<file path="src/rtl/dct_pkg.sv">
// Shared constants and types for the DCT coefficient output path.
package dct_pkg;

    localparam int DCT_K      = 23;
    localparam int DCT_FRAC   = 12;
    localparam int DCT_ACC_W  = 28;
    localparam int DCT_COEF_W = 16;
    localparam int DCT_NCOEF  = 8;
    localparam int DCT_IDX_W  = 3;

    localparam logic signed [DCT_COEF_W-1:0] DCT_SAT_MAX = 16'sh7fff;
    localparam logic signed [DCT_COEF_W-1:0] DCT_SAT_MIN = 16'sh8000;

    typedef struct packed {
        logic signed [DCT_COEF_W-1:0] coef;
        logic        [DCT_IDX_W-1:0]  idx;
    } dct_entry_t;

endpackage

</file>
<file path="src/rtl/dct_sync_fifo.sv">
// Small synchronous FIFO; head entry is driven straight from the storage registers.
module dct_sync_fifo #(
    parameter int DATA_W = 19,
    parameter int DEPTH  = 4
) (
    input  logic              clk,
    input  logic              reset,
    input  logic              push,
    input  logic [DATA_W-1:0] din,
    input  logic              pop,
    output logic [DATA_W-1:0] dout,
    output logic              full,
    output logic              empty
);

    localparam int AW = $clog2(DEPTH);

    logic [DATA_W-1:0] mem [DEPTH];
    logic [AW-1:0]     wr_ptr;
    logic [AW-1:0]     rd_ptr;
    logic [AW:0]       count;
    logic              do_push;
    logic              do_pop;

    assign empty   = (count == '0);
    assign full    = (count == (AW+1)'(DEPTH));
    assign do_pop  = pop && !empty;
    // A push into a full FIFO is accepted only when the head leaves in the same cycle.
    assign do_push = push && (!full || do_pop);
    assign dout    = empty ? '0 : mem[rd_ptr];

    always_ff @(posedge clk) begin
        if (reset) begin
            wr_ptr <= '0;
            rd_ptr <= '0;
            count  <= '0;
        end else begin
            if (do_push) wr_ptr <= wr_ptr + 1'b1;
            if (do_pop)  rd_ptr <= rd_ptr + 1'b1;
            case ({do_push, do_pop})
                2'b10:   count <= count + 1'b1;
                2'b01:   count <= count - 1'b1;
                default: count <= count;
            endcase
        end
    end

    always_ff @(posedge clk) begin
        if (do_push) mem[wr_ptr] <= din;
    end

endmodule

</file>
<file path="src/rtl/dct_coef_out.sv">
// DCT output stage: detects completed K-term sums, rounds/saturates the
// accumulator and queues {coef, idx} for a valid/ready consumer.
module dct_coef_out
    import dct_pkg::*;
#(
    parameter int K     = DCT_K,
    parameter int FRAC  = DCT_FRAC,
    parameter int NCOEF = DCT_NCOEF,
    parameter int DEPTH = 4
) (
    input  logic                         clk,
    input  logic                         reset,
    input  logic                         en,
    input  logic                         new1,
    input  logic signed [DCT_ACC_W-1:0]  acc,
    output logic signed [DCT_COEF_W-1:0] coef,
    output logic        [DCT_IDX_W-1:0]  coef_idx,
    output logic                         coef_valid,
    input  logic                         coef_ready,
    output logic                         overrun,
    output logic                         seq_err
);

    localparam int CNT_W = $clog2(K + 1);
    localparam int RW    = DCT_ACC_W + 1 - FRAC;
    localparam logic [DCT_ACC_W:0] HALF = (DCT_ACC_W+1)'(1) << (FRAC - 1);

    logic [CNT_W-1:0]     cnt;
    logic                 done;
    logic [DCT_IDX_W-1:0] idx_ctr;
    dct_entry_t           push_entry;
    dct_entry_t           head;
    logic                 fifo_full;
    logic                 fifo_empty;
    logic                 pop;

    // Round half up and drop the fraction bits; one guard bit keeps the add exact.
    function automatic logic signed [RW-1:0] round_frac(input logic signed [DCT_ACC_W-1:0] a);
        logic [DCT_ACC_W:0] s;
        s = {a[DCT_ACC_W-1], a} + HALF;
        return s[DCT_ACC_W:FRAC];
    endfunction

    function automatic logic signed [DCT_COEF_W-1:0] sat_coef(input logic signed [RW-1:0] r);
        if (&r[RW-1:DCT_COEF_W-1] || ~|r[RW-1:DCT_COEF_W-1])
            return r[DCT_COEF_W-1:0];
        else if (r[RW-1])
            return DCT_SAT_MIN;
        else
            return DCT_SAT_MAX;
    endfunction

    // Stage 0: term counting, mirrors the accumulator strobes.
    always_ff @(posedge clk) begin
        if (reset) begin
            cnt     <= '0;
            done    <= 1'b0;
            seq_err <= 1'b0;
        end else begin
            done <= 1'b0;
            if (en) begin
                if (new1) begin
                    cnt  <= CNT_W'(1);
                    done <= (K == 1);
                end else if (cnt != '0 && cnt < CNT_W'(K)) begin
                    cnt  <= cnt + 1'b1;
                    done <= (cnt == CNT_W'(K - 1));
                end else begin
                    seq_err <= 1'b1;
                end
            end
        end
    end

    // Stage 1: acc holds the final sum while done is high; round, saturate and push.
    always_comb begin
        push_entry      = '0;
        push_entry.coef = sat_coef(round_frac(acc));
        push_entry.idx  = idx_ctr;
    end

    assign pop = coef_valid && coef_ready;

    always_ff @(posedge clk) begin
        if (reset) begin
            idx_ctr <= '0;
            overrun <= 1'b0;
        end else if (done) begin
            idx_ctr <= (idx_ctr == DCT_IDX_W'(NCOEF - 1)) ? '0 : idx_ctr + 1'b1;
            if (fifo_full && !pop) overrun <= 1'b1;
        end
    end

    dct_sync_fifo #(
        .DATA_W ($bits(dct_entry_t)),
        .DEPTH  (DEPTH)
    ) u_fifo (
        .clk   (clk),
        .reset (reset),
        .push  (done),
        .din   (push_entry),
        .pop   (pop),
        .dout  (head),
        .full  (fifo_full),
        .empty (fifo_empty)
    );

    // Stage 2: FIFO head is the output.
    assign coef_valid = !fifo_empty;
    assign coef       = head.coef;
    assign coef_idx   = head.idx;

endmodule
</file>
<file path="config.mk">
export PLATFORM = sky130hd
export DESIGN_NAME = dct_coef_out
export DESIGN_NICKNAME = d
export VERILOG_FILES = /design/src/rtl/dct_pkg.sv /design/src/rtl/dct_sync_fifo.sv /design/src/rtl/dct_coef_out.sv
export SDC_FILE = /design/constraint.sdc
export NUM_CORES = 1
export LEC_CHECK = 0
export BUFFER_PORTS_ARGS = -buffer_cell sky130_fd_sc_hd__buf_4
export CELL_PAD_IN_SITES_DETAIL_PLACEMENT = 1
export CELL_PAD_IN_SITES_GLOBAL_PLACEMENT = 1
export CORE_ASPECT_RATIO = 0.75
export CORE_MARGIN = 1.5
export CORE_UTILIZATION = 30
export CTS_CLUSTER_SIZE = 14
export DETAILED_ROUTE_END_ITERATION = 10
export GPL_TIMING_DRIVEN = 0
export PLACE_DENSITY = 0.56
export SETUP_SLACK_MARGIN = 0.5
export SYNTH_ARGS = -nofsm -noshare
export SYNTH_HDL_FRONTEND = slang
export SYNTH_HIERARCHICAL = 1
export SYNTH_SLANG_ARGS = --single-unit
</file>
<file path="constraint.sdc">
create_clock -name clk -period 3.8 [get_ports clk]
set_clock_uncertainty 0.2 [all_clocks]
set_input_delay 0.57 -clock clk [delete_from_list [all_inputs] [get_ports clk]]
set_output_delay 0.57 -clock clk [all_outputs]
set_load 0.01 [all_outputs]
</file>
# Yosys cells after proc, flatten, opt, wreduce, memory -nomap -nowiden
# Memories as Yosys holds them, arrays and structs flattened. A register that Yosys moved wholly into a read port is not among the register bits.
# Cells that the tools add are included.
# word_totals
register_bits,18
ram_bits,76
mem_count,1
# memory_table
memory,words,width,read_ports,rd_ports_with_merged_regs,wr,line,text
u_fifo.mem,4,19,1,1,1,dct_sync_fifo.sv:18,logic [DATA_W-1:0] mem [DEPTH];
# op_classes
magnitude_cmp,1
n_mux,11
n_reduce_logical,21
n_bitwise,3
n_addsub,7
eq_ne,5
# ops
op,count
16-bit two-way mux,2
28-bit by 13-bit adder with 29-bit output (second input constant),1
19-bit two-way mux,1
5-bit two-way mux,2
3-bit by 1-bit adder with 3-bit output (second input constant),2
3-bit equality test (second input constant),2
3-bit case mux with 2 select lines,1
2-bit AND reduction,3
5-bit by 1-bit adder with 5-bit output (second input constant),1
5-bit equality test (second input constant),1
1-bit logical AND,5
5-bit < comparator (second input constant),1
5-bit nonzero test,1
2-bit by 1-bit adder with 2-bit output (second input constant),2
1-bit logical NOT,4
2-bit two-way mux,2
2-bit nonzero test,2
4-bit OR reduction,1
3-bit logical NOT,1
3-bit two-way mux,1
1-bit NOT,3
3-bit AND reduction,1
3-bit by 1-bit subtractor with 3-bit output (second input constant),1
2-bit by 1-bit equality test with 1-bit output (second input constant),1
4 further kinds,6

# Depth between registers and ports, before layout
# Gate-level depths: netlist (run 1).
# depth
depth_word,8
mapped_depth,11
depth_no_buf,8

# Hierarchy
# The synthesis (run 1) kept the hierarchy.
# modules_own_cells
mod,cells_each,n_inst,seq_area_each_um2,area_per_inst_um2
dct_sync_fifo,188,1,2462.4,3564.7
dct_coef_out,140,1,220.2,1103.6

# Least setup slack after synthesis (run 1)
# Ideal clock, no wire load.
# synth_timing
path_type,register to register
start,register u_fifo.count[2]
end,register u_fifo.count[2]
arrival_time_ns,2.111
stages_incl_launch_ff,12
setup_time_ns,0.131
path_slack_ns,1.358
period_less_slack_ns,2.442
path_cell_list,dfxtp_1 > buf_2 > nor3_1 > buf_4 > nor2b_1 > buf_2 > o31ai_1 > nand2b_1 > fa_1 > nand2b_1 > o211ai_1 > a31oi_1
# synth_between
elab_chain_len,8
elab_cells_between_ends,14
# synth_rtl
element,line,text
from (decl),dct_sync_fifo.sv:21,logic [AW:0] count;
from (signal assigned),dct_sync_fifo.sv:41,2'b10: count <= count + 1'b1;
from (signal assigned),dct_sync_fifo.sv:42,2'b01: count <= count - 1'b1;
from (signal assigned),dct_sync_fifo.sv:43,default: count <= count;
3-bit logical NOT (*),dct_sync_fifo.sv:25,assign empty = (count == '0);
named net fifo_empty,dct_coef_out.sv:34,logic fifo_empty;
1-bit logical NOT (*),dct_coef_out.sv:109,assign coef_valid = !fifo_empty;
1-bit logical AND (*),dct_coef_out.sv:82,assign pop = coef_valid && coef_ready;
named net pop,dct_coef_out.sv:35,logic pop;
1-bit logical AND (*),dct_sync_fifo.sv:27,assign do_pop = pop && !empty;
1-bit logical OR,dct_sync_fifo.sv:29,assign do_push = push && (!full || do_pop);
1-bit logical AND,dct_sync_fifo.sv:29,
2-bit by 1-bit equality test with 1-bit output / 2-bit equality test (equally long branches),dct_sync_fifo.sv:40,"case ({do_push, do_pop})"
3-bit case mux with 2 select lines / 2-bit nonzero test (equally long branches),--,
# Mark *: on every way through the listed nets, which the timed path passes. The rest lies on a longest branch.
# A chain may end at the register's enable or synchronous reset.

# Final worst setup path (run 1)
# layout_timing
start,register u_fifo.count[2]
end,"memory u_fifo.mem[1][4], enable pin"
# layout_between
elab_chain_len,8
elab_cells_between_ends,10
# layout_rtl
element,line,text
3-bit logical NOT,dct_sync_fifo.sv:25,
named net fifo_empty,dct_coef_out.sv:34,
1-bit logical NOT,dct_coef_out.sv:109,
1-bit logical AND,dct_coef_out.sv:82,
named net pop,dct_coef_out.sv:35,
1-bit logical AND,dct_sync_fifo.sv:27,
1-bit logical OR,dct_sync_fifo.sv:29,
1-bit logical AND,dct_sync_fifo.sv:29,
1-bit two-way mux,dct_sync_fifo.sv:49,if (do_push) mem[wr_ptr] <= din;
1-bit two-way mux (not written as such),dct_sync_fifo.sv:49,
to (decl),dct_sync_fifo.sv:18,
# The timed path passes the listed nets, and every way through them passes these cells.

==> results.txt, run 1 <==
I/O Buffers = 42
GP Congestion = 0.787
CP endpoint kind = flip-flop
Die ar. = 16300 µm²
Post-DP HPWL = 6650 µm
Htree depth = 3
YS warnings = 6
Clk_lat worst skew = 0.34 ns
Largest net degree at the start of global routing = 20
Leakage = 1.89 nW
Hold_sp = en
Post-Synthesis Cells = 328
DRC = 0
First-pass GRT wire length = 15600 µm
Vias per cell = 4.73
Post-cts sizing count = 0
Mapped Nets = 372
Grt total ovfl = 0
Fraction of layout cells with a size suffix above 1 = 0.277
Root Buffer = clkbuf_16
Slew Limit Fails = 0
Outcome = completed
Clock sinks = 96
Post-synthesis mux area share = 0.111
Rows = 39
Slew HR = 0.284
Synth Area in Compound Gates = 0.0788
Drt total wl = 9690 µm
Largest fanout on the critical path = 19
Floorplan core area = 15200 µm²
I/O Pins = 55
Start point of the critical path = u_fifo/count[2]
Post-Synth XOR/XNOR Area = 0.0206
DR vias = 2795
Starting Density = 0.307
Setup TNS = 0 ns
Layout Nets = 425
Leading post-synthesis cells by cell area = edfxtp_1 (49%), dfxtp_1 (8.6%), mux4_1 (5.1%)
Number of global-route vias before repair = 2891
Hold Crit Class = primary input to flip-flop
Buffers from clock root to sink, at most = 2
Worst VDD drop = 0.000253 V
TritonRoute pass-1 iters = 4
Slew @ Worst Pin = 1.07 ns
Total Routing Usage GR = 0.124
Synth top area share = 0.489
Largest family of logic cells by synthesized area = simple AND/OR/NAND/NOR gates
Layout area overhead = 18.3%
Setup CP Type = flip-flop to flip-flop
Async set-reset flop share out of synthesis = 0
Final hold violation count = 0
Setup-failing EPs final = 0
Register bit total from synthesis = 96
Clock-pin transition on the worst setup and hold timing paths = 0.07 ns
Post-synthesis sequential area ratio = 0.575
Power Dens Cells = 378 nW/µm²
Post-CTS setup repair buffer count = 0
Initial antenna violation count = 0
Max Cap Viol = 0
Crit share post-route = 0.773
Hold Buf Count CTS = 0
Area share of fa/ha/maj cells after synthesis = 0.0311
Main flop type after synthesis = edfxtp_1
Detailed router's first-iteration violation count = 186
Simple-gate portion of the synthesized area = 0.152
CTS Buf Count = 9
CTS tree = built
Placement Setup Slack = 0.816 ns
ANT nets after route = 0
Die Y = 111 µm
Distinct cell type count after synthesis = 64
RR Startpoint = u_fifo/count[2]
Data required time of the worst path = 3.56 ns
CP Launch Type = flip-flop
Worst setup margin = 0.863 ns
Final min period = 2.94 ns
RSZ-0062 raised after global routing = no
WP data arrival = 2.70 ns
ANT cells = 0
Fmax = 341 MHz
Mapped Area = 4670 µm²
Die Width = 147 µm
Post-synth EDFFs = 76
Dominant cell type by area after synthesis = edfxtp_1
DR WL/cell = 16.4 µm
Overall power = 2.09 mW
Post-Syn Area per Cell = 14.2 µm²
==> synthesized netlist by cell type, types with 6 or more instances <==
master / n
and2_1: 7
nand2_1: 12
mux4_2: 10
dfxtp_1: 20
nand3_1: 10
nor2_1: 22
a21oi_1: 11
inv_1: 14
a31oi_1: 7
mux4_1: 9
edfxtp_1: 76
nor2b_4: 10
buf_2: 9
nor2b_1: 10
ha_1: 10
xnor2_1: 6
o21ai_0: 9
==> power by group <==
part	switching [mW]	internal (mW)	total, mW	leakage, nW
combinational	0.0591	0.0379	0.0970	0.904
sequential	0.00253	1.13	1.14	0.848
clock	0.405	0.450	0.855	0.134
total	0.466	1.62	2.09	1.89
==> final cells by class <==
class | count | area (µm²)
Tap cell | 205 | 256
Buffer | 15 | 95.1
Timing Repair Buffer | 42 | 315
Clock buffer | 9 | 225
Clock inverter | 7 | 57.6
Multi-Input combinational cell | 203 | 1840
Sequential cell | 96 | 2680
Inverter | 14 | 52.6
Fill cell | 1633 | 9700
==> flip-flops by register name (all words and copies together) (netlist names), 2 cells and up, named ones only <==
register and count:
u_fifo/mem 76, cnt 5, idx_ctr 3, u_fifo/count 3, u_fifo/rd_ptr 2, u_fifo/wr_ptr 2
==> cell usage in the layout, fill, tap and decap left out, types with 4 or more instances in the layout <==
master	count
edfxtp_1	76
buf_4	43
nor2_1	22
dfxtp_1	20
inv_1	14
nand2_1	12
a21oi_1	11
nand3_1	10
nor2b_1	10
ha_1	10
mux4_2	10
nor2b_4	10
buf_2	9
o21ai_0	9
clkbuf_16	9
mux4_1	9
and2_1	7
a31oi_1	7
xnor2_1	6
xor2_1	5
nand2b_1	5
nor3_1	4
a41oi_1	4
==> routing by layer <==
metal  part of all wire  GRT usage  wire length (µm)  up-vias
met1               0.54      0.182              5200     1387
met4              0.015     0.0460               141        0
met2               0.42      0.183              4110       35
met3              0.025     0.0230               239        9
met5                  0          0                 0        -
li1                   -          -                 -     1364
==> per-stage QoR <==
| step | hold slack, ns | cell area [µm²] | util | std cells |
|---|---|---|---|---|
| final | 0.248 | 5520 | 0.363 | 591 |
| after global routing | 0.239 | 5520 | 0.363 | 591 |
| after CTS | 0.232 | 5520 | 0.363 | 591 |
| after detailed placement | 0.275 | 5240 | 0.344 | 575 |
| after global placement | 0.260 | 5240 | 0.344 | 575 |
| after floorplan | 0.282 | 4670 | - | 328 |
==> worst paths after layout <==
kind,to,slack [ns],depth (start not counted)
worst min register to register,overrun,0.28,2
worst max register to register,u_fifo/mem[1][4],0.86,7
worst max-delay path,u_fifo/mem[1][4],0.86,7
worst min-delay path,cnt[4],0.25,2
==> cell families after synthesis <==
kind of cell / count (synthesis)
mux: 24
buf+inv: 29
fa+ha+maj: 11
flops: 96
simple gates: 104
xor+xnor: 11
compound gates: 53
==> critical path: stages, from the launching register on <==
cell and delay, ns:
dfxtp_1 0.31, buf_2 0.18, nor3_1 0.08, buf_4 0.24, nor2b_1 0.24, inv_1 0.08, a31oi_2 0.30, and2_1 0.90
(Power assumes the default switching activity.)
==> run 2, diff against run 1 <==
--- a/config.mk
+++ b/config.mk
@@ -14,7 +14,7 @@
 export CTS_CLUSTER_SIZE = 14
 export DETAILED_ROUTE_END_ITERATION = 10
 export GPL_TIMING_DRIVEN = 0
-export PLACE_DENSITY = 0.56
+export PLACE_DENSITY = 0.58
 export SETUP_SLACK_MARGIN = 0.5
 export SYNTH_ARGS = -nofsm -noshare
 export SYNTH_HDL_FRONTEND = slang
==> constraint.sdc (replaced) <==
create_clock -name clk -period 2.5 [get_ports clk]
set_clock_uncertainty 0.2 [all_clocks]
set_input_delay 0.375 -clock clk [delete_from_list [all_inputs] [get_ports clk]]
set_output_delay 0.375 -clock clk [all_outputs]
set_load 0.01 [all_outputs]
==> results.txt, run 2 (synthesis results as in run 1) <==
Cells on worst reg2reg path = 11 (+4)
I/O Pins = 55 (unchanged)
WP data arrival = 1.79 ns (-0.91 ns)
Highest metal layer with signal wires = met4
Total stage count of the critical path = 6 (-1)
Power Dens Cells = 521 nW/µm² (+38%)
CP max stage cell = mux4_2
CTS tree = built
Final min period = 2.36 ns
Die Width = 147 µm (unchanged)
Clock-pin transition on the worst setup and hold timing paths = 0.07 ns (about the same)
Worst VDD drop = 0.000360 V (+42%)
Largest regs = u_fifo/mem (76), cnt (5)
CP delay by family, top = multiplexers
DR vias = 3005 (+7.5%)
Metal2 WL = 5290 µm (+29%)
Fmax = 423 MHz
Fin util = 0.406 (+0.0428)
TritonRoute pass-1 iters = 4 (unchanged)
Number of global-route vias before repair = 3105 (+7.4%)
RSZ-0062 raised after global routing = yes
Grt total ovfl = 0 (unchanged)
Hold Crit Class = primary input to flip-flop
ANT nets after route = 0 (unchanged)
Fraction of layout cells with a size suffix above 1 = 0.404 (+0.127)
Drt total wl = 11100 µm (+15%)
Leakage = 2.15 nW (+14%)
Layout area overhead = 32.3%
Outcome = completed
Layout Nets = 457 (+7.5%)
Initial antenna violation count = 0 (unchanged)
Root Buffer = clkbuf_16
Floorplan core area = 15200 µm² (unchanged)
Die ar. = 16300 µm² (unchanged)
Setup TNS = 0 ns (unchanged)
Max reg flops = 76 (unchanged)
Data required time of the worst path = 1.92 ns (-1.64 ns)
Setup CP Type = flip-flop to primary output
Htree depth = 3 (unchanged)
Buffers from clock root to sink, at most = 2 (unchanged)
Rows = 39 (unchanged)
Most common cell after layout, fill and taps aside = edfxtp_1
Critical path cell sequence = buf_6 -> buf_12 -> buf_12 -> mux4_2 -> nor2b_4 -> buf_6
Crit share post-route = 0.946
Slew @ Worst Pin = 0.523 ns (-0.551 ns)
Setup-failing EPs final = 0 (unchanged)
Largest register by flop count = u_fifo/mem
CP Launch Type = flip-flop
Worst stage delay on the critical path = 0.49 ns (-0.41 ns)
Detailed router's first-iteration violation count = 191 (+2.7%)
CP endpoint kind = primary output
ANT cells = 0 (unchanged)
I/O Buffers = 42 (unchanged)
Post-DP HPWL = 6910 µm (+4.0%)
Slew HR = 0.648 (+0.364)
DR WL/cell = 17.9 µm (+8.9%)
DRC = 0 (unchanged)
Final hold violation count = 0 (unchanged)
Largest net degree at the start of global routing = 20 (unchanged)
CTS Buf Count = 9 (unchanged)
Max Cap Viol = 0 (unchanged)
Slew Limit Fails = 0 (unchanged)
Most frequent cells in the layout = edfxtp_1 (76), buf_4 (38), buf_6 (29)
GP Congestion = 0.772 (-1.9%)
DR WL met3 = 379 µm (+59%)
First-pass GRT wire length = 17400 µm (+11%)
Largest fanout on the critical path = 5 (-14)
Met1 WL = 5360 µm (+3.1%)
Clock sinks = 96 (unchanged)
Crit path buf inv count = 4 (+1)
Clk_lat worst skew = 0.34 ns (about the same)
Vias per cell = 4.82 (+2.0%)
Starting Density = 0.307 (unchanged)
Total Routing Usage GR = 0.139 (+0.0143)
Hold path cells = 2 (unchanged)
Die Y = 111 µm (unchanged)
[run 2: changes by cell type in the layout (fill, tap and decap cells not counted), sizes merged]
| cell | delta |
|---|---|
| clkinv | -1 |
| bufinv | +1 |
| clkbuf | +5 |
| inv | -1 |
| buf | +28 |
[run 2: layout make-up]
class                   count  area [µm²]
well taps                 205         256
fillers                  1579        9050
clock inverters             6        60.1
multi-input cells         203        1920
flip-flops and latches     96        2690
inverters                  14        52.6
plain buffers              15         143
repair buffers             74         827
clock buffers              10         229
[run 2: worst paths after layout]
kind / slack [ns] / end / start
worst min register to register: 0.29 / seq_err / seq_err
worst max-delay path: 0.14 / coef[5] / flip-flop
worst min-delay path: 0.05 / cnt[4] / en
worst max register to register: 0.28 / u_fifo/count[2] / u_fifo/count[2]
[run 2: stage by stage]
stage / area [µm²] / hold slack (ns) / power, mW / setup WS, ns / std cells
floorplan: 4740 / 0.273 / 1.84 / 0.301 / 328
global placement: 5310 / 0.260 / 1.90 / 0.128 / 575
detailed placement: 5310 / 0.270 / 1.91 / 0.0733 / 575
CTS: 6040 / 0.0356 / 3.25 / 0.132 / 618
global route: 6170 / 0.0452 / 3.34 / 0.0530 / 623
finish: 6170 / 0.0507 / 3.22 / 0.136 / 623
[run 2: layer usage]
layer,GRT usage,vias to the layer above
li1,-,1436
met1,0.191,1522
met2,0.223,38
met3,0.0288,9
met4,0.0360,0
met5,0,-
[run 2: what timing repair did]
item | CTS | global route
gates resized for setup | 43 | 14
hold buffers | 0 | 0
setup buffers | 25 | 0
endpoints found under the hold margin | 0 | 0
endpoints found under the setup margin | 98 | 122
pin swaps | 8 | 5
cloned | 2 | 5
[run 2: report_power, final]
part | leakage [nW] | internal, mW | switching, mW
sequential | 0.851 | 1.72 | 0.00402
combinational | 1.17 | 0.0588 | 0.0910
clock | 0.136 | 0.770 | 0.571
total | 2.15 | 2.55 | 0.666
==> run 3, diff against run 2 <==
--- a/config.mk
+++ b/config.mk
@@ -10,11 +10,11 @@
 export CELL_PAD_IN_SITES_GLOBAL_PLACEMENT = 1
 export CORE_ASPECT_RATIO = 0.75
 export CORE_MARGIN = 1.5
-export CORE_UTILIZATION = 30
+export CORE_UTILIZATION = 44
 export CTS_CLUSTER_SIZE = 14
 export DETAILED_ROUTE_END_ITERATION = 10
 export GPL_TIMING_DRIVEN = 0
-export PLACE_DENSITY = 0.58
+export PLACE_DENSITY = 0.78
 export SETUP_SLACK_MARGIN = 0.5
 export SYNTH_ARGS = -nofsm -noshare
 export SYNTH_HDL_FRONTEND = slang
==> results.txt, run 3 (synthesis results as in run 1) <==
Outcome = completed
I/O Pins = 55 (unchanged)
DRC = 0 (unchanged)
Drt total wl = 11900 µm (+7.3%)
Switching Share = 0.217 (+0.0105)
CP endpoint kind = primary output
Crit share post-route = 0.933 (-0.0123)
Cells on worst reg2reg path = 11 (unchanged)
Root Buffer = clkbuf_16
I/O Buffers = 42 (unchanged)
GP Congestion = 0.797 (+3.2%)
Htree depth = 3 (unchanged)
Rows = 32 (-18%)
Clock power share = 0.428 (+0.011)
Clk_lat worst skew = 0.35 ns (about the same)
Hold slack = 0.0591 ns (+0.00836 ns)
CP Launch Type = flip-flop
ANT nets after route = 0 (unchanged)
Post-DP HPWL = 7150 µm (+3.5%)
CP delay by family, top = multiplexers
NetSw = 0.713 mW (+7.2%)
Total Routing Usage GR = 0.221 (+0.0822)
Total stage count of the critical path = 5 (-1)
Largest fanout on the critical path = 7 (+2)
Power Dens Cells = 532 nW/µm² (+2.2%)
Floorplan core area = 10300 µm² (-32%)
Largest net degree at the start of global routing = 18 (-10%)
Hold_sp = en
Detailed router's first-iteration violation count = 227 (+19%)
Fmax = 429 MHz (+1.3%)
Data required time of the worst path = 1.92 ns (about the same)
CP max stage cell = mux4_2
Setup TNS = 0 ns (unchanged)
Clock sinks = 96 (unchanged)
Final hold violation count = 0 (unchanged)
Worst VDD drop = 0.000556 V (+55%)
RSZ-0062 raised after global routing = yes
Largest register by flop count = u_fifo/mem
Largest regs = u_fifo/mem (76), cnt (5)
Crit path buf inv count = 3 (-1)
Most common cell after layout, fill and taps aside = edfxtp_1
CTS Buf Count = 9 (unchanged)
Die ar. = 11200 µm² (-31%)
DR vias = 3098 (+3.1%)
Vias per cell = 5.62 (+17%)
WP data arrival = 1.76 ns (-0.03 ns)
Leakage = 2.20 nW (+2.3%)
Grt total ovfl = 0 (unchanged)
Slew @ Worst Pin = 0.514 ns (-0.00943 ns)
ANT cells = 0 (unchanged)
Layout area overhead = 32.1%
Most frequent cells in the layout = edfxtp_1 (76), buf_4 (36), buf_6 (28)
Fillers = 962 (-39%)
Number of global-route vias before repair = 3239 (+4.3%)
Starting Density = 0.454 (+0.147)
First-pass GRT wire length = 18200 µm (+5.0%)
Max reg flops = 76 (unchanged)
Worst Hold End = cnt[4]
Hold path cells = 2 (unchanged)
Worst R2R Setup Slack = 0.31 ns (+0.03 ns)
Clock-pin transition on the worst setup and hold timing paths = 0.07 ns (about the same)
Initial antenna violation count = 0 (unchanged)
Sequential share of power = 0.526 (-0.011)
CTS tree = built
Buffers from clock root to sink, at most = 2 (unchanged)
Slew Limit Fails = 0 (unchanged)
Worst stage delay on the critical path = 0.50 ns (about the same)
Die Width = 122 µm (-17%)
TritonRoute pass-1 iters = 4 (unchanged)
RR Startpoint = u_fifo/count[2]
Setup CP Type = flip-flop to primary output
Layout Nets = 454 (-0.66%)
Int Power = 2.57 mW (+0.66%)
Hold Crit Class = primary input to flip-flop
Critical path cell sequence = buf_8 -> buf_12 -> mux4_2 -> nor2b_4 -> buf_6
Max Cap Viol = 0 (unchanged)
Combinational share of power = 0.046 (about the same)
RR Endpoint = u_fifo/count[2]
Fraction of layout cells with a size suffix above 1 = 0.429 (+0.0246)
Final min period = 2.33 ns (-0.0306 ns)
Slew HR = 0.655 (+0.00634)
DR WL/cell = 21.7 µm (+21%)
Die Y = 92.2 µm (-17%)
Setup-failing EPs final = 0 (unchanged)
[run 3: cell count changes in the layout (fill, tap and decap cells not counted), moves of 2 or more]
cell	delta
buf_4	-2
buf_8	+2
inv_6	+3
mux4_1	-3
mux4_2	+3
nor2b_1	-7
nor2b_4	+8
[run 3: area by class of cell]
class | count | area [µm²] | area share
Buffer | 15 | 151 | 0.0246
Clock inverter | 7 | 77.6 | 0.0126
Clock buffer | 9 | 225 | 0.0365
Inverter | 14 | 55.1 | 0.00893
Tap cell | 136 | 170 | 0.0276
Multi-Input combinational cell | 203 | 1980 | 0.321
Sequential cell | 96 | 2690 | 0.436
Timing Repair Buffer | 71 | 820 | 0.133
[run 3: power groups by stage]
| stage | Combinational [mW] | Clock, mW | Sequential (mW) |
|---|---|---|---|
| finish | 0.152 | 1.40 | 1.73 |
| global route | 0.167 | 1.48 | 1.73 |
| CTS | 0.146 | 1.42 | 1.73 |
| detailed placement | 0.145 | 0 | 1.76 |
| global placement | 0.138 | 0 | 1.76 |
| floorplan | 0.0750 | 0 | 1.76 |
[run 3: worst max path at each step]
| stage | start | end | slack, ns |
|---|---|---|---|
| floorplan | u_fifo/count[2] | u_fifo/count[1] | 0.30 |
| global placement | u_fifo/count[1] | u_fifo/mem[3][3] | 0.17 |
| detailed placement | u_fifo/count[1] | u_fifo/mem[1][7] | 0.11 |
| CTS | flip-flop | coef[12] | 0.17 |
| global route | flip-flop | coef[4] | 0.11 |
| finish | flip-flop | coef[4] | 0.17 |
[run 3: per-layer routing]
metal | vias up | routed length [µm] | global-route usage
met4 | 0 | 172 | 0.0696
met2 | 79 | 5930 | 0.355
met1 | 1573 | 5260 | 0.301
met3 | 15 | 571 | 0.0454
met5 | - | 0 | 0
li1 | 1431 | - | -
[run 3: metrics by stage]
stage	setup slack [ns]	area [µm²]	power [mW]	util	std cells
finish	0.167	6170	3.28	0.599	551
CTS	0.172	6050	3.29	0.588	547
global placement	0.174	5230	1.90	0.508	506
global route	0.108	6170	3.37	0.599	551
detailed placement	0.108	5230	1.91	0.508	506
floorplan	0.301	4740	1.84	-	328
[run 3: repair_timing]
| item | CTS | global route |
|---|---|---|
| cloned | 2 | 2 |
| buffers inserted | 23 | 2 |
| setup endpoints to repair | 98 | 116 |
| hold endpoints to repair | 0 | 0 |
| hold buffers | 0 | 0 |
| gates resized for setup | 68 | 17 |
| pin swaps | 11 | 7 |
